`config.mk`:
```
export PLATFORM = sky130hd
export DESIGN_NAME = receptor_serial
export DESIGN_NICKNAME = d
export VERILOG_FILES = /design/src/rtl/receptor_serial.sv
export SDC_FILE = /design/constraint.sdc
export NUM_CORES = 1
export LEC_CHECK = 0
export CORE_MARGIN = 2
export CORE_UTILIZATION = 58
export DETAILED_ROUTE_END_ITERATION = 6
export PLACE_DENSITY_LB_ADDON = 0.3
export SLEW_MARGIN = 20
export SYNTH_ARGS = -nofsm -noshare
export SYNTH_HDL_FRONTEND = slang
export SYNTH_SLANG_ARGS = --single-unit
```
`constraint.sdc`:
```
create_clock -name clk -period 3.3 [get_ports clk]
set_clock_uncertainty 0.1 [all_clocks]
set_input_delay 0.495 -clock clk [delete_from_list [all_inputs] [get_ports clk]]
set_output_delay 0.495 -clock clk [all_outputs]
set_load 0.02 [all_outputs]
```
`src/rtl/receptor_serial.sv`:
```
// Serial-to-parallel receiver: start, 5 char bits + parity (MSB first), stop -> 6-bit word for the decoder.
// Optional macro RX_PARIDADE_EN adds the registered erro_paridade flag (even parity check).
module receptor_serial #(
  parameter int CLKS_PER_BIT = 16
) (
  input  logic       clk,
  input  logic       rst,
  input  logic       serial_in,
  output logic [5:0] entrada,
  output logic       valido,
  output logic       erro_quadro,
  output logic       ocupado
`ifdef RX_PARIDADE_EN
  ,
  output logic       erro_paridade
`endif
);

  localparam int CW = $clog2(CLKS_PER_BIT);
  localparam logic [CW-1:0] CNT_BIT  = CW'(CLKS_PER_BIT - 1);
  localparam logic [CW-1:0] CNT_MEIO = CW'(CLKS_PER_BIT / 2 - 1);

  typedef enum logic [2:0] {
    OCIOSO,
    INICIO,
    DADOS,
    PARADA,
    ESPERA_ALTO
  } estado_t;

  estado_t       r_estado;
  estado_t       w_estado_prox;
  logic [1:0]    r_sync;
  logic          w_rx_s;
  logic [CW-1:0] r_cnt;
  logic [CW-1:0] w_cnt_prox;
  logic [2:0]    r_idx;
  logic [2:0]    w_idx_prox;
  logic [5:0]    r_shift;
  logic [5:0]    w_shift_prox;
  logic [5:0]    r_entrada;
  logic          r_valido;
  logic          w_valido_prox;
  logic          r_erro_quadro;
  logic          w_erro_prox;

  assign w_rx_s      = r_sync[1];
  assign entrada     = r_entrada;
  assign valido      = r_valido;
  assign erro_quadro = r_erro_quadro;
  assign ocupado     = (r_estado != OCIOSO);

  always_ff @(posedge clk) begin
    if (rst) begin
      r_estado <= OCIOSO;
    end else begin
      r_estado <= w_estado_prox;
    end
  end

  // Sampling happens at the last count of each bit period, so samples land mid-bit.
  always_comb begin
    w_estado_prox = r_estado;
    w_cnt_prox    = r_cnt + CW'(1);
    w_idx_prox    = r_idx;
    w_shift_prox  = r_shift;
    w_valido_prox = 1'b0;
    w_erro_prox   = 1'b0;
    case (r_estado)
      OCIOSO: begin
        w_cnt_prox = '0;
        if (!w_rx_s) begin
          w_estado_prox = INICIO;
        end
      end
      INICIO: begin
        if (r_cnt == CNT_MEIO) begin
          w_cnt_prox = '0;
          if (!w_rx_s) begin
            w_estado_prox = DADOS;
            w_idx_prox    = 3'd0;
          end else begin
            w_estado_prox = OCIOSO;
          end
        end
      end
      DADOS: begin
        if (r_cnt == CNT_BIT) begin
          w_cnt_prox   = '0;
          w_shift_prox = {r_shift[4:0], w_rx_s};
          if (r_idx == 3'd5) begin
            w_estado_prox = PARADA;
          end else begin
            w_idx_prox = r_idx + 3'd1;
          end
        end
      end
      PARADA: begin
        if (r_cnt == CNT_BIT) begin
          w_cnt_prox = '0;
          if (w_rx_s) begin
            w_valido_prox = 1'b1;
            w_estado_prox = OCIOSO;
          end else begin
            w_erro_prox   = 1'b1;
            w_estado_prox = ESPERA_ALTO;
          end
        end
      end
      ESPERA_ALTO: begin
        w_cnt_prox = '0;
        if (w_rx_s) begin
          w_estado_prox = OCIOSO;
        end
      end
      default: begin
        w_cnt_prox    = '0;
        w_estado_prox = OCIOSO;
      end
    endcase
  end

  // Synchronizer idles high so reset never looks like a start bit.
  always_ff @(posedge clk) begin
    if (rst) begin
      r_sync        <= 2'b11;
      r_cnt         <= '0;
      r_idx         <= 3'd0;
      r_shift       <= 6'd0;
      r_entrada     <= 6'd0;
      r_valido      <= 1'b0;
      r_erro_quadro <= 1'b0;
    end else begin
      r_sync        <= {r_sync[0], serial_in};
      r_cnt         <= w_cnt_prox;
      r_idx         <= w_idx_prox;
      r_shift       <= w_shift_prox;
      r_valido      <= w_valido_prox;
      r_erro_quadro <= w_erro_prox;
      if (w_valido_prox) begin
        r_entrada <= r_shift;
      end
    end
  end

`ifdef RX_PARIDADE_EN
  logic r_erro_paridade;

  assign erro_paridade = r_erro_paridade;

  always_ff @(posedge clk) begin
    if (rst) begin
      r_erro_paridade <= 1'b0;
    end else if (w_valido_prox) begin
      r_erro_paridade <= ^r_shift;
    end
  end
`endif

endmodule

```
==> summary.txt, run 1 <==
Startpoint type of the worst setup path -> flop
Final min period -> 2290 ps
Critical path start-end classification -> flop to primary output
Static leakage -> 0.477 nW
Clock tree from TritonCTS -> done
Nets in the synthesized netlist -> 127
Worst-Margin Slew -> 717 ps
Count of yosys warnings during synthesis -> 0
Number of filler cells placed in the layout -> 149
Number of clock sinks seen by CTS -> 26
Iteration count of the initial detailed-routing pass -> 4
Class of the tightest hold or removal check -> flop to flop
Tightest slew margin relative to the limit -> 52.1%
Setup repair bufs after CTS -> 0
Vertical die dimension -> 48.1 um
Area overhead of the layout relative to synthesis -> 11.8%
Hold violation total from the final report -> 0
Initial antenna violation count -> 0
Worst Reg2Reg Path Length in Cells -> 5
Sum of routed wire length over all layers -> 1.97 mm
Critical-path maximum fanout -> 13
Share of flip-flops with an asynchronous set or reset after synthesis -> 0%
Area taken by flip-flops and latches -> 520 um^2
Via count -> 861
Minimum setup slack among reg-to-reg paths -> 1330 ps
Number of maximum-capacitance constraint violations -> 0
Critical Path RT -> 2700 ps
Most instantiated cells after synthesis -> sky130_fd_sc_hd__dfxtp_1 (26), sky130_fd_sc_hd__nor2_1 (12), sky130_fd_sc_hd__nand3_1 (11)
I/O pin total -> 12
Net count of the finished layout -> 134
Slew Limit Fails -> 0
Share of final-layout standard cells stronger than drive strength 1 -> 9.45%
CORE AREA -> 0.00178 mm^2
Peak supply drop -> 339 uV
Destination of the critical timing path -> ocupado
Area fraction of the dominant cell type after synthesis -> 46.1%
Number of nets still failing antenna checks after routing -> 0
Latest clock arrival within the worst-skew pair -> 320 ps
Highest achievable clock rate -> 436 MHz
Aggregate global-route resource usage -> 19.0%
Horizontal die dimension -> 48.1 um
Most area-hungry cell type in the Yosys netlist -> sky130_fd_sc_hd__dfxtp_1
Count of antenna diodes in the layout -> 0
Total power divided by cell area -> 438 mW/mm^2
Run status -> complete, no violations
Launching instance or port of the critical path -> r_estado[1]$_SDFFE_PP0P_
Number of port buffers -> 11
Wire length of the first global-routing pass -> 3.09 mm
Final weighted congestion in routability-driven placement -> 0.778
Sequential area share after synthesis -> 46.1%
Pin count of the biggest net entering global routing -> 22
Endpoint kind of the worst setup timing path -> primary output
Number of buffers inserted during clock tree synthesis -> 3
Drt via density -> 5.66
RSZ-0062 raised after global routing -> no
Flip-flop cell with the highest count after synthesis -> sky130_fd_sc_hd__dfxtp_1
Area of the mapped netlist -> 0.00113 mm^2
Number of flip-flops and latches in the synthesized netlist -> 26
GR Overflow Total -> 0
Final period utilization -> 69.5%
Final count of negative-setup-slack endpoints -> 0
Worst hold-check slack -> 346 ps
Crit path DAT -> 1700 ps
Synthesized area divided by synthesized cell count -> 9.34 um^2
Iteration-0 DRC Markers -> 21
Number of rows in the core area -> 15
Hold buffer count at cts -> 0
Die Footprint -> 0.00232 mm^2
Area of combinational cells with multiple inputs -> 546 um^2
Synth unique cells -> 40
Number of enable-type register cells in the synthesized netlist -> 0
Reg-to-reg endpoint -> entrada[0]$_SDFFE_PP0P_
Via count of the first global-routing pass -> 717
Leading post-synthesis cells by cell area -> sky130_fd_sc_hd__dfxtp_1 (46%), sky130_fd_sc_hd__mux2i_1 (5.3%), sky130_fd_sc_hd__nand3_1 (4.9%)
DPL Wire Length -> 1.40 mm
Clock transition time at the flip-flop clock pins of the worst setup and hold paths -> 150 ps
Total DRC errors in the routed layout -> 0
Clock tree buffer depth -> 2
Routed wirelength normalized by instance count -> 12.9 um
H-tree Lvls -> 1
Cell at the root of the clock tree -> sky130_fd_sc_hd__clkbuf_4
Final-layout setup total negative slack -> 0 ps
Reg-to-reg startpoint -> r_cnt[0]$_SDFF_PP0_
Resized cells post-CTS -> 0
Synthesized netlist cell count -> 121
Initial Util -> 63.4%
Most common cell in the netlist -> sky130_fd_sc_hd__dfxtp_1
## cell usage in the layout, fill, tap and decap left out, types with 2 or more instances in the layout
cell type                         synthesis  final
sky130_fd_sc_hd__nand2_1                  9      9
sky130_fd_sc_hd__a21oi_1                  8      8
sky130_fd_sc_hd__nor4_1                   2      2
sky130_fd_sc_hd__xor2_1                   3      3
sky130_fd_sc_hd__dfxtp_1                 26     26
sky130_fd_sc_hd__or2_2                    2      2
sky130_fd_sc_hd__clkdlybuf4s50_1          0     11
sky130_fd_sc_hd__nand3_1                 11     11
sky130_fd_sc_hd__nor2_1                  12     12
sky130_fd_sc_hd__nor2b_1                  2      2
sky130_fd_sc_hd__mux2i_1                  6      6
sky130_fd_sc_hd__nor3_1                   3      3
sky130_fd_sc_hd__and3_1                   2      2
sky130_fd_sc_hd__o22ai_1                  2      2
sky130_fd_sc_hd__ha_1                     3      3
sky130_fd_sc_hd__clkbuf_4                 0      3
## worst max-delay path: stages, from the launching register on
cell	delay, ps
sky130_fd_sc_hd__dfxtp_1	460
sky130_fd_sc_hd__or3_1	380
sky130_fd_sc_hd__clkdlybuf4s50_1	540
## cell type report
cell class	count	share of cell area, %
Clock buffer	3	1.78
Clock inverter	1	2.38
Inverter	1	0.297
Multi-Input combinational cell	85	43.2
Sequential cell	26	41.2
Tap cell	25	2.48
Timing Repair Buffer	11	8.71
## state kept, by name, summed over array words and instances (netlist names)
| signal | cells |
|---|---|
| r_estado | 3 |
| r_sync | 2 |
| r_shift | 6 |
| r_idx | 3 |
| entrada | 6 |
| r_cnt | 4 |
| valido | 1 |
| erro_quadro | 1 |
## power breakdown
group / switching [W] / internal [W]
Sequential: 0.00000337 / 0.000316
Combinational: 0.00000866 / 0.00000715
Clock: 0.0000957 / 0.000123
Total: 0.000108 / 0.000446
## stage by stage
stage | instances | total power, W | worst slack, ps | util, % | cell area [um^2]
CTS | 152 | 0.000555 | 1000 | 70.9 | 1260
global placement | 148 | 0.000341 | 1040 | 67.9 | 1210
detailed placement | 148 | 0.000342 | 994 | 67.9 | 1210
global route | 152 | 0.000575 | 918 | 70.9 | 1260
finish | 152 | 0.000554 | 1010 | 70.9 | 1260
floorplan | 121 | 0.000338 | 1780 | - | 1130
## per-layer routing
metal | global-route usage [%] | vias up | wire length [um]
met1 | 26.9 | 398 | 958
met4 | 5.41 | 0 | 0
met2 | 29.3 | 27 | 928
met3 | 4.07 | 0 | 78
li1 | - | 436 | -
met5 | 0 | - | 0
## cells by family (layout without fill, tap and decap cells)
kind of cell / after synthesis / count (layout) / share of synthesized area (%)
fa+ha+maj: 3 / 3 / 3.32
compound gates: 19 / 19 / 11.2
xor+xnor: 4 / 4 / 3.10
flops: 26 / 26 / 46.1
mux: 6 / 6 / 5.32
buf+inv: 10 / 16 / 5.65
simple gates: 53 / 53 / 25.4
## worst min path at each step
stage	endpoint	slack, ps	from	depth (start not counted)
2_1_floorplan	r_sync[1]$_SDFF_PP1_	290	r_sync[0]$_SDFF_PP1_	1
3_3_place_gp	r_sync[1]$_SDFF_PP1_	300	r_sync[0]$_SDFF_PP1_	1
3_5_place_dp	r_sync[1]$_SDFF_PP1_	310	r_sync[0]$_SDFF_PP1_	1
4_1_cts	r_sync[1]$_SDFF_PP1_	350	r_sync[0]$_SDFF_PP1_	1
5_1_grt	r_sync[1]$_SDFF_PP1_	360	r_sync[0]$_SDFF_PP1_	1
6_report	r_sync[1]$_SDFF_PP1_	350	r_sync[0]$_SDFF_PP1_	1
No activity file was read; power rests on OpenSTA's default activity.
==> run 2, diff against run 1 <==
CORE_UTILIZATION = 54   (was 58)
clock period = 2.3 ns   (was 3.3 ns; I/O delays follow)
==> run 2 against run 1 <==
  * First-iteration DRC count up 4.8%
  * Sequential power up 43%
  * Global-route usage up 0.77 points
  * Register-to-register slack worse by 830 ps
  * Final cell count rose by 2.6%
  * Highest routed layer is now met4
  * Worst setup slack worse by 870 ps
  * Non-clock buffer count grew 2
  * Clock power is 42% higher
==> summary.txt, run 2 (synthesis gave the netlist of run 1 again) <==
Run status -> complete, no violations
Cells traversed along the worst timing path -> or3_1, clkdlybuf4s50_1
Horizontal die dimension -> 49.7 um
Largest delay share family, worst path -> buffers and inverters
Top library cells by usage in the layout, fill and taps aside -> sky130_fd_sc_hd__dfxtp_1 (26), sky130_fd_sc_hd__nor2_1 (12), sky130_fd_sc_hd__nand3_1 (11), sky130_fd_sc_hd__clkdlybuf4s50_1 (11), sky130_fd_sc_hd__nand2_1 (9)
Hold buffer count at cts -> 0
Number of nets still failing antenna checks after routing -> 0
Maximum cell stage delay along the critical path -> 540 ps
Startpoint type of the worst setup path -> flop
Net count of the finished layout -> 136
Routed wirelength normalized by instance count -> 13.9 um
Most frequent standard cell in the layout excluding fill and tap cells -> sky130_fd_sc_hd__dfxtp_1
Critical Path RT -> 1860 ps
Post-layout total power -> 0.000792 W
Critical-path maximum fanout -> 13
Worst Reg2Reg Path Length in Cells -> 4
Final min period -> 2170 ps
Crit path DAT -> 1720 ps
Setup repair bufs after CTS -> 0
Instance count along the most critical hold path -> 1
Slew Limit Fails -> 0
Minimum setup slack among reg-to-reg paths -> 500 ps
Share of final-layout standard cells stronger than drive strength 1 -> 10.9%
Final period utilization -> 94.2%
Clock tree buffer depth -> 2
Final count of negative-setup-slack endpoints -> 0
Aggregate global-route resource usage -> 19.8%
Highest achievable clock rate -> 461 MHz
Iteration count of the initial detailed-routing pass -> 4
Total power divided by cell area -> 618 mW/mm^2
Initial Util -> 57.6%
Final weighted congestion in routability-driven placement -> 0.784
Resized cells post-CTS -> 0
Count of antenna diodes in the layout -> 0
Final-layout setup total negative slack -> 0 ps
Area overhead of the layout relative to synthesis -> 13.4%
Total number of cells along the worst setup path -> 2
Number of rows in the core area -> 16
Critical path start-end classification -> flop to primary output
Worst-Margin Slew -> 442 ps
Iteration-0 DRC Markers -> 22
Sum of routed wire length over all layers -> 2.17 mm
Number of maximum-capacitance constraint violations -> 0
Clock transition time at the flip-flop clock pins of the worst setup and hold paths -> 130 ps
Endpoint kind of the worst setup timing path -> primary output
Class of the tightest hold or removal check -> flop to flop
Peak supply drop -> 559 uV
Cell at the root of the clock tree -> sky130_fd_sc_hd__clkbuf_4
CORE AREA -> 0.00196 mm^2
Wire length of the first global-routing pass -> 3.73 mm
Drt via density -> 5.72
Tightest slew margin relative to the limit -> 70.5%
Number of buffers inserted during clock tree synthesis -> 3
Slowest library cell on the worst path -> sky130_fd_sc_hd__clkdlybuf4s50_1
Die Footprint -> 0.00247 mm^2
Number of filler cells placed in the layout -> 181
GR Overflow Total -> 0
Static leakage -> 0.487 nW
Clock tree from TritonCTS -> done
Initial antenna violation count -> 0
Via count of the first global-routing pass -> 888
Latest clock arrival within the worst-skew pair -> 320 ps
RSZ-0062 raised after global routing -> no
Crit path buf inv count -> 1
DPL Wire Length -> 1.50 mm
Number of clock sinks seen by CTS -> 26
H-tree Lvls -> 1
Minimum setup slack in the final design -> 133 ps
Number of port buffers -> 11
Vertical die dimension -> 49.7 um
Hold violation total from the final report -> 0
Via count -> 892
Post-placement setup slack -> 521 ps
Pin count of the biggest net entering global routing -> 21
I/O pin total -> 12
Total DRC errors in the routed layout -> 0
## run 2: metal layers
metal | track usage [%] | vias up | share of wire [%]
met5 | 0 | - | 0
met2 | 35.3 | 22 | 49
met1 | 22.5 | 426 | 45
met3 | 2.73 | 7 | 3.0
li1 | - | 437 | -
met4 | 10.6 | 0 | 2.5
## run 2: cell type report
class	instances	area [um^2]	share of cell area, %
clock inverters	1	30.0	2.34
well taps	27	33.8	2.64
inverters	1	3.75	0.293
clock buffers	3	22.5	1.76
flip-flops and latches	26	520	40.6
multi-input cells	85	546	42.6
repair buffers	13	125	9.77
## run 2: worst paths after layout
path,from,to
min reg2reg,r_sync[0]$_SDFF_PP1_,r_sync[1]$_SDFF_PP1_
max reg2reg,r_estado[1]$_SDFFE_PP0P_,r_idx[0]$_SDFFE_PP0P_
max,r_estado[1]$_SDFFE_PP0P_,ocupado
min,r_sync[0]$_SDFF_PP1_,r_sync[1]$_SDFF_PP1_
## run 2: metrics by stage
stage / hold slack [ps] / instances / utilization [%] / area [um^2]
6_report: 332 / 156 / 65.3 / 1280
5_1_grt: 371 / 156 / 65.3 / 1280
4_1_cts: 340 / 156 / 65.3 / 1280
3_5_place_dp: 308 / 152 / 62.6 / 1230
3_3_place_gp: 293 / 152 / 62.6 / 1230
2_1_floorplan: 289 / 121 / - / 1130
## run 2: power by group
part	switching (W)	leakage (nW)	internal [W]	total, W
Clock	0.000133	0.0279	0.000176	0.000309
Sequential	0.00000523	0.210	0.000454	0.000459
Combinational	0.0000130	0.249	0.0000113	0.0000244
